`config.mk`:
```
export PLATFORM = sky130hd
export DESIGN_NAME = object_centroid
export DESIGN_NICKNAME = d
export VERILOG_FILES = /design/src/rtl/object_centroid_pkg.sv /design/src/rtl/object_centroid_serial_divider.sv /design/src/rtl/object_centroid.sv
export SDC_FILE = /design/constraint.sdc
export NUM_CORES = 1
export LEC_CHECK = 0
export ABC_AREA = 1
export CELL_PAD_IN_SITES_DETAIL_PLACEMENT = 1
export CELL_PAD_IN_SITES_GLOBAL_PLACEMENT = 1
export CORE_UTILIZATION = 50
export CTS_CLUSTER_DIAMETER = 60
export DETAILED_ROUTE_END_ITERATION = 10
export PLACE_DENSITY = 0.85
export SLEW_MARGIN = 20
export SYNTH_ARGS = -nofsm -noshare
export SYNTH_HDL_FRONTEND = slang
export SYNTH_SLANG_ARGS = --single-unit
export TNS_END_PERCENT = 10
```
`constraint.sdc`:
```
create_clock -name clk -period 7 [get_ports clk]
set_input_delay 0.7 -clock clk [delete_from_list [all_inputs] [get_ports clk]]
set_output_delay 0.7 -clock clk [all_outputs]
set_load 0.05 [all_outputs]
```
`src/rtl/object_centroid_pkg.sv`:
```
// Shared definitions for the object tracking pipeline (centroid and overlay stages).
package object_centroid_pkg;

    localparam int unsigned DISP_WIDTH_DEF = 11;
    localparam int unsigned CNT_WIDTH_DEF  = 22;
    localparam int unsigned SUM_WIDTH_DEF  = DISP_WIDTH_DEF + CNT_WIDTH_DEF;
    localparam int unsigned MIN_PIXELS_DEF = 64;

    typedef enum logic [1:0] {
        ST_ACCUM  = 2'd0,
        ST_DIVIDE = 2'd1,
        ST_UPDATE = 2'd2
    } track_state_e;

endpackage

```
`src/rtl/object_centroid_serial_divider.sv`:
```
// Unsigned restoring divider, one quotient bit per cycle; the start cycle already
// resolves the first bit so a DVD_W-bit division occupies exactly DVD_W cycles.
module serial_divider
    import object_centroid_pkg::*;
#(
    parameter int unsigned DVD_W = SUM_WIDTH_DEF,
    parameter int unsigned DVS_W = CNT_WIDTH_DEF,
    parameter int unsigned Q_W   = DISP_WIDTH_DEF
) (
    input  logic             clk,
    input  logic             aresetn,
    input  logic             start,
    input  logic [DVD_W-1:0] dividend,
    input  logic [DVS_W-1:0] divisor,
    output logic             done,
    output logic [Q_W-1:0]   quotient
);

    localparam int unsigned STEP_W = $clog2(DVD_W + 1);
    localparam logic [STEP_W-1:0] FIRST_LEFT = STEP_W'(DVD_W - 1);
    localparam logic [STEP_W-1:0] STEP_ONE   = STEP_W'(1);

    logic [DVS_W-1:0]  rem_q, rem_d;
    logic [DVD_W-1:0]  quo_q, quo_d;
    logic [DVS_W-1:0]  dvs_q, dvs_d;
    logic [STEP_W-1:0] left_q, left_d;
    logic              busy_q, busy_d;
    logic              done_q, done_d;

    logic [DVS_W-1:0]  src_rem;
    logic [DVD_W-1:0]  src_quo;
    logic [DVS_W-1:0]  src_dvs;
    logic [DVS_W:0]    shifted;
    logic              take;

    always_comb begin
        src_rem = start ? '0 : rem_q;
        src_quo = start ? dividend : quo_q;
        src_dvs = start ? divisor : dvs_q;
        shifted = {src_rem, src_quo[DVD_W-1]};
        take    = (shifted >= {1'b0, src_dvs});

        rem_d  = rem_q;
        quo_d  = quo_q;
        dvs_d  = dvs_q;
        left_d = left_q;
        busy_d = busy_q;
        done_d = 1'b0;

        if (start || busy_q) begin
            rem_d = take ? DVS_W'(shifted - {1'b0, src_dvs}) : shifted[DVS_W-1:0];
            quo_d = {src_quo[DVD_W-2:0], take};
            if (start) begin
                dvs_d  = divisor;
                left_d = FIRST_LEFT;
                busy_d = 1'b1;
            end else begin
                left_d = left_q - STEP_ONE;
                if (left_q == STEP_ONE) begin
                    busy_d = 1'b0;
                    done_d = 1'b1;
                end
            end
        end
    end

    always_ff @(posedge clk or negedge aresetn) begin
        if (!aresetn) begin
            rem_q  <= '0;
            quo_q  <= '0;
            dvs_q  <= '0;
            left_q <= '0;
            busy_q <= 1'b0;
            done_q <= 1'b0;
        end else begin
            rem_q  <= rem_d;
            quo_q  <= quo_d;
            dvs_q  <= dvs_d;
            left_q <= left_d;
            busy_q <= busy_d;
            done_q <= done_d;
        end
    end

    assign done     = done_q;
    assign quotient = quo_q[Q_W-1:0];

endmodule

```
`src/rtl/object_centroid.sv`:
```
// Per-frame object centroid: accumulates masked pixel coordinates, then divides the
// sums by the pixel count at end of frame and registers the new centre.
module object_centroid
    import object_centroid_pkg::*;
#(
    parameter int unsigned DISP_WIDTH = DISP_WIDTH_DEF,
    parameter int unsigned CNT_WIDTH  = CNT_WIDTH_DEF,
    parameter int unsigned SUM_WIDTH  = SUM_WIDTH_DEF,
    parameter int unsigned MIN_PIXELS = MIN_PIXELS_DEF
) (
    input  logic                  clk,
    input  logic                  aresetn,
    input  logic                  enable,
    input  logic                  pix_valid,
    input  logic                  is_object,
    input  logic                  eof,
    input  logic [DISP_WIDTH-1:0] x_pos,
    input  logic [DISP_WIDTH-1:0] y_pos,
    output logic [DISP_WIDTH-1:0] x_obj,
    output logic [DISP_WIDTH-1:0] y_obj,
    output logic                  obj_found,
    output logic                  obj_update,
    output logic                  busy
);

    if (MIN_PIXELS == 0) begin : g_bad_min_pixels
        $error("object_centroid: MIN_PIXELS must be at least 1");
    end

    localparam logic [CNT_WIDTH-1:0] MIN_CNT = CNT_WIDTH'(MIN_PIXELS);

    track_state_e          state_q, state_d;
    logic [SUM_WIDTH-1:0]  sum_x_q, sum_x_d;
    logic [SUM_WIDTH-1:0]  sum_y_q, sum_y_d;
    logic [CNT_WIDTH-1:0]  cnt_q, cnt_d;
    logic                  ovf_q, ovf_d;
    logic [DISP_WIDTH-1:0] x_obj_q, x_obj_d;
    logic [DISP_WIDTH-1:0] y_obj_q, y_obj_d;
    logic                  found_q, found_d;
    logic                  found_next_q, found_next_d;
    logic                  upd_q, upd_d;
    logic [7:0]            drop_cnt_q, drop_cnt_d;

    logic                  acc_hit;
    logic                  eof_en;
    logic [SUM_WIDTH:0]    sx_ext;
    logic [SUM_WIDTH:0]    sy_ext;
    logic                  div_start;
    logic                  div_done_x, div_done_y;
    logic [DISP_WIDTH-1:0] quo_x, quo_y;

    // Accumulators run in every FSM state; eof snapshots into the dividers and clears.
    always_comb begin
        acc_hit = enable && pix_valid && is_object && !eof;
        eof_en  = enable && eof;
        sx_ext  = {1'b0, sum_x_q} + (SUM_WIDTH+1)'(x_pos);
        sy_ext  = {1'b0, sum_y_q} + (SUM_WIDTH+1)'(y_pos);

        sum_x_d = sum_x_q;
        sum_y_d = sum_y_q;
        cnt_d   = cnt_q;
        ovf_d   = ovf_q;

        if (eof_en) begin
            sum_x_d = '0;
            sum_y_d = '0;
            cnt_d   = '0;
            ovf_d   = 1'b0;
        end else if (acc_hit) begin
            if (sx_ext[SUM_WIDTH]) begin
                sum_x_d = '1;
                ovf_d   = 1'b1;
            end else begin
                sum_x_d = sx_ext[SUM_WIDTH-1:0];
            end
            if (sy_ext[SUM_WIDTH]) begin
                sum_y_d = '1;
                ovf_d   = 1'b1;
            end else begin
                sum_y_d = sy_ext[SUM_WIDTH-1:0];
            end
            if (cnt_q == '1) begin
                ovf_d = 1'b1;
            end else begin
                cnt_d = cnt_q + CNT_WIDTH'(1);
            end
        end
    end

    always_comb begin
        state_d      = state_q;
        div_start    = 1'b0;
        x_obj_d      = x_obj_q;
        y_obj_d      = y_obj_q;
        found_d      = found_q;
        found_next_d = found_next_q;
        upd_d        = 1'b0;
        drop_cnt_d   = drop_cnt_q;

        case (state_q)
            ST_ACCUM: begin
                if (eof_en) begin
                    if ((cnt_q < MIN_CNT) || ovf_q) begin
                        found_next_d = 1'b0;
                        state_d      = ST_UPDATE;
                    end else begin
                        found_next_d = 1'b1;
                        div_start    = 1'b1;
                        state_d      = ST_DIVIDE;
                    end
                end
            end
            ST_DIVIDE: begin
                if (eof_en && (drop_cnt_q != '1)) begin
                    drop_cnt_d = drop_cnt_q + 8'd1;
                end
                if (div_done_x && div_done_y) begin
                    state_d = ST_UPDATE;
                end
            end
            ST_UPDATE: begin
                if (eof_en && (drop_cnt_q != '1)) begin
                    drop_cnt_d = drop_cnt_q + 8'd1;
                end
                upd_d   = 1'b1;
                found_d = found_next_q;
                if (found_next_q) begin
                    x_obj_d = quo_x;
                    y_obj_d = quo_y;
                end
                state_d = ST_ACCUM;
            end
            default: state_d = ST_ACCUM;
        endcase
    end

    always_ff @(posedge clk or negedge aresetn) begin
        if (!aresetn) begin
            state_q      <= ST_ACCUM;
            sum_x_q      <= '0;
            sum_y_q      <= '0;
            cnt_q        <= '0;
            ovf_q        <= 1'b0;
            x_obj_q      <= '0;
            y_obj_q      <= '0;
            found_q      <= 1'b0;
            found_next_q <= 1'b0;
            upd_q        <= 1'b0;
            drop_cnt_q   <= '0;
        end else begin
            state_q      <= state_d;
            sum_x_q      <= sum_x_d;
            sum_y_q      <= sum_y_d;
            cnt_q        <= cnt_d;
            ovf_q        <= ovf_d;
            x_obj_q      <= x_obj_d;
            y_obj_q      <= y_obj_d;
            found_q      <= found_d;
            found_next_q <= found_next_d;
            upd_q        <= upd_d;
            drop_cnt_q   <= drop_cnt_d;
        end
    end

    serial_divider #(
        .DVD_W(SUM_WIDTH),
        .DVS_W(CNT_WIDTH),
        .Q_W  (DISP_WIDTH)
    ) u_div_x (
        .clk     (clk),
        .aresetn (aresetn),
        .start   (div_start),
        .dividend(sum_x_q),
        .divisor (cnt_q),
        .done    (div_done_x),
        .quotient(quo_x)
    );

    serial_divider #(
        .DVD_W(SUM_WIDTH),
        .DVS_W(CNT_WIDTH),
        .Q_W  (DISP_WIDTH)
    ) u_div_y (
        .clk     (clk),
        .aresetn (aresetn),
        .start   (div_start),
        .dividend(sum_y_q),
        .divisor (cnt_q),
        .done    (div_done_y),
        .quotient(quo_y)
    );

    assign x_obj      = x_obj_q;
    assign y_obj      = y_obj_q;
    assign obj_found  = found_q;
    assign obj_update = upd_q;
    assign busy       = (state_q == ST_DIVIDE);

endmodule

```
==> impl_results.md <==
- Slowest-stage cell, CP: nor2_2
- Clock tree buffer depth: 3
- Highest clock frequency the design can meet: 0.1964 GHz
- Part of the Yosys area used for sequential elements: 0.3991
- Cell types occupying the most area after synthesis: dfrtp_1 (40%), nand2_1 (12%), inv_1 (7.8%), o21ai_0 (6.3%), nand3_1 (4.9%)
- Overflow after GRT: 0
- Count of pins over their slew limit: 0
- Setup crit start kind: flip-flop
- DRC Markers: 0
- Top cell family by delay on the critical path: simple AND/OR/NAND/NOR gates
- Clock Sinks: between 200 and 300
- Clock tree from TritonCTS: yes
- Later-pin clock latency in the skew report: 0.56 ns
- Share of synthesized registers carrying an async set or reset: 1.000
- Number of clock buffers inserted by TritonCTS: 37
- Total via count after detailed routing: 16,831
- Flops & latches, synth: 286
- Mapped Cells: 2,412
- Placement row count: 68
- Area growth from synthesis to layout: 11.76%
- Final weighted congestion in routability-driven placement: 0.9557
- Number of buffers and inverters on the critical path: 4
- Fraction of layout cells with a size suffix above 1: 0.06011
- Worst setup path class: flip-flop to flip-flop
- Commonest non-fill, non-tap cells in the layout: nand2_1 (550), inv_1 (371), dfrtp_1 (285)
- Antenna diode instance count: 0
- Length of routed wiring on met1: 25.43 mm
- Quantity of hold-fixing buffers added after cts: 0
- Final Cycle Share: 0.7275
- Worst setup timing slack at the placement stage: 1.712 ns
- Syn Area/Cell: between 7 and 8 µm²
- Number of instances resized during post-cts repair: 0
- DRT antenna net count: 0
- Number of distinct library cells after synthesis: 57
- Maximum level of the CTS H-tree: 2
- Setup clock skew after layout: 0.01623 ns
- # Max-Cap Violations: 0
- Global router's overall resource usage: 0.3242
- First-pass iteration count of the detailed router: 5
- Number of antenna violations at the first check in global routing: 0
- Total of buffers placed on input and output ports: 52
- Max Fanout on Critical Path: 34
- Final setup violating endpoints: 0
- Clock transition at the register clock pins on the worst setup and hold paths after CTS: about 0.06 ns
- Lkg Pwr: 0.01007 µW
- Buffers inserted during post-CTS setup optimization: 0
- VDD IR max: 0.1777 mV
- Chip Height: 191.4 µm
- Boundary Pins: 53
- Count of flip-flops with a built-in enable after synthesis: 0
- Worst path arrival time: 5.54 ns
- Fraction of synthesized cell area taken by the top area cell type: 0.3991
- Most frequently used flop master after synthesis: dfrtp_1
- Starting density of the core: 0.5140
- Wire length of the first global-routing pass: 94.23 mm
- Detailed route wirelength on metal3: 2.141 mm
- Slew margin rel.: 0.2598
- Result of the run: finished, final reports clean
- Layout fillers: around 4,400
- Delay contributed by the slowest stage of the critical path: 0.67 ns
- Cell depth of the worst setup path: 21
- Vias in the first global route: 17,835
- Worst flop-to-flop path endpoint: u_div_x.rem_q[17]
- Path class of the lowest-slack min-delay path: primary input to async pin
- Wire length per cell after detailed routing: 19.61 µm
- Most common cell after layout, fill and taps aside: nand2_1
- Transition time at the pin with the least slew margin: approximately 1.1 ns
- RR Startpoint: cnt_q[14]
- Post-Route WL: 57.21 mm
- Synth Net Count: 2,513
- Post-Route Setup TNS: 0 ns
- Worst setup margin: 1.908 ns
- PD cells: 193.5 nW/µm²
- Root Buffer: clkbuf_16
- Endpoints failing hold: 0
- Post-DP HPWL: roughly 40 mm
- Largest net degree at the start of global routing: 211
- Dominant cell type by area after synthesis: dfrtp_1
- Amount of wire on met2 after detailed routing: 27.56 mm
- Overall die width: around 190 µm
- Yosys warning count: 0
- Violation count after the first detailed-routing iteration: 905
- Depth of the most critical reg-to-reg path: 21
- Setup slack of the worst register-to-register path: 1.91 ns
- CORE AREA: 34,880 µm²
- Worst-path cell chain: nor2_1, nand2_1, nor2_1, nand2_2, nand3_4, clkinv_1, buf_4, buf_4, o21ai_0, inv_1, ha_1, a21oi_1, nor2_1, nor2_1, o311ai_0, nor2_2, nand2_8, nand2_1, o21ai_0, nand2_1, nand2_1
- Vias per Instance: 5.770
- Die footprint: 36,620 µm²
- Final Net Count: 2,536
- Worst EP required: 7.45 ns
- Highest routed layer: met4
- Final worst path period need: 5.092 ns
- Post-synth design cell area: 17,930 µm²
- Setup repair after global routing missed its margin: no
- Kind of end point of the critical path: flip-flop
[sequential cells by signal, indices dropped and copies added (netlist names), 2 cells and up]
name,flops
u_div_x.dvs_q,22
state_q,2
u_div_y.quo_q,33
u_div_x.rem_q,22
u_div_y.left_q,6
u_div_x.quo_q,33
u_div_y.rem_q,22
y_obj,11
u_div_x.left_q,6
x_obj,11
sum_x_q,33
u_div_y.dvs_q,22
cnt_q,22
sum_y_q,33
[worst max-delay path by stage]
stage                          from           endpoint  slack (ns)
after detailed placement        eof   u_div_x.rem_q[9]        1.71
after floorplan              enable   u_div_x.rem_q[7]        3.26
after CTS                 cnt_q[14]  u_div_x.rem_q[17]        2.00
after global routing      cnt_q[14]  u_div_x.rem_q[17]        1.45
after global placement          eof  u_div_x.rem_q[19]        1.98
final                     cnt_q[14]  u_div_x.rem_q[17]        1.91
[worst register-to-register path: stages, from the launching register on]
cell and delay [ns]:
dfrtp_1 0.47, nor2_1 0.12, nand2_1 0.07, nor2_1 0.22
nand2_2 0.18, nand3_4 0.11, clkinv_1 0.31, buf_4 0.36
buf_4 0.19, o21ai_0 0.30, inv_1 0.15, ha_1 0.39
a21oi_1 0.27, nor2_1 0.08, nor2_1 0.08, o311ai_0 0.16
nor2_2 0.67, nand2_8 0.26, nand2_1 0.30, o21ai_0 0.14
nand2_1 0.09, nand2_1 0.05
[layout make-up]
cell class | instances | area, µm² | share of cell area
Sequential cell | 286 | 7158 | 0.3572
Inverter | 376 | 1411 | 0.07042
Clock inverter | 18 | 207.7 | 0.01036
Multi-Input combinational cell | 1668 | 9000 | 0.4491
Timing Repair Buffer | 66 | 675.6 | 0.03371
Clock buffer | 48 | 1018 | 0.05082
Tap cell | 455 | 569.3 | 0.02841
[report_power, final]
part	internal, µW	switching, µW
Sequential	1670	17.5
Combinational	78.0	161
Clock	1150	797
Total	2900	975
[logic make-up (layout without fill, tap and decap cells)]
group	Yosys count	count (layout)	share of synthesized area
and+or+nand+nor	1061	1061	0.2638
buffers and inverters	458	508	0.09950
AOI/OAI and AO/OA	454	454	0.1458
DFF	286	286	0.3991
xor gates and xnor gates	80	80	0.03908
adders and majority gates	73	73	0.05261
[cells in the mapped netlist, types with 21 or more instances]
library cell / instances
nand2_1: 551
inv_1: 371
dfrtp_1: 286
o21ai_0: 227
nand3_1: 177
nor2_1: 153
a21oi_1: 99
ha_1: 69
xor2_1: 65
clkbuf_1: 58
nor3_1: 51
nand4_1: 47
o211ai_1: 41
o221ai_1: 23
nand2_2: 21
[routing by layer]
metal | GRT usage | vias to the layer above
li1 | - | 7946
met5 | 0 | -
met1 | 0.4239 | 8420
met3 | 0.03800 | 125
met4 | 0.1288 | 0
met2 | 0.5456 | 340
[metrics by stage]
step	hold WS (ns)	total power, µW	util	instance area (µm²)	instances
2_1_floorplan	0.4044	1850	-	17930	2412
3_3_place_gp	0.4613	1944	0.5385	18790	2850
3_5_place_dp	0.4675	1955	0.5386	18790	2850
4_1_cts	0.2973	3910	0.5737	20010	2916
5_1_grt	0.1183	4006	0.5745	20040	2917
6_report	0.07323	3878	0.5745	20040	2917
Note: power is estimated with default switching activity, not from simulation.
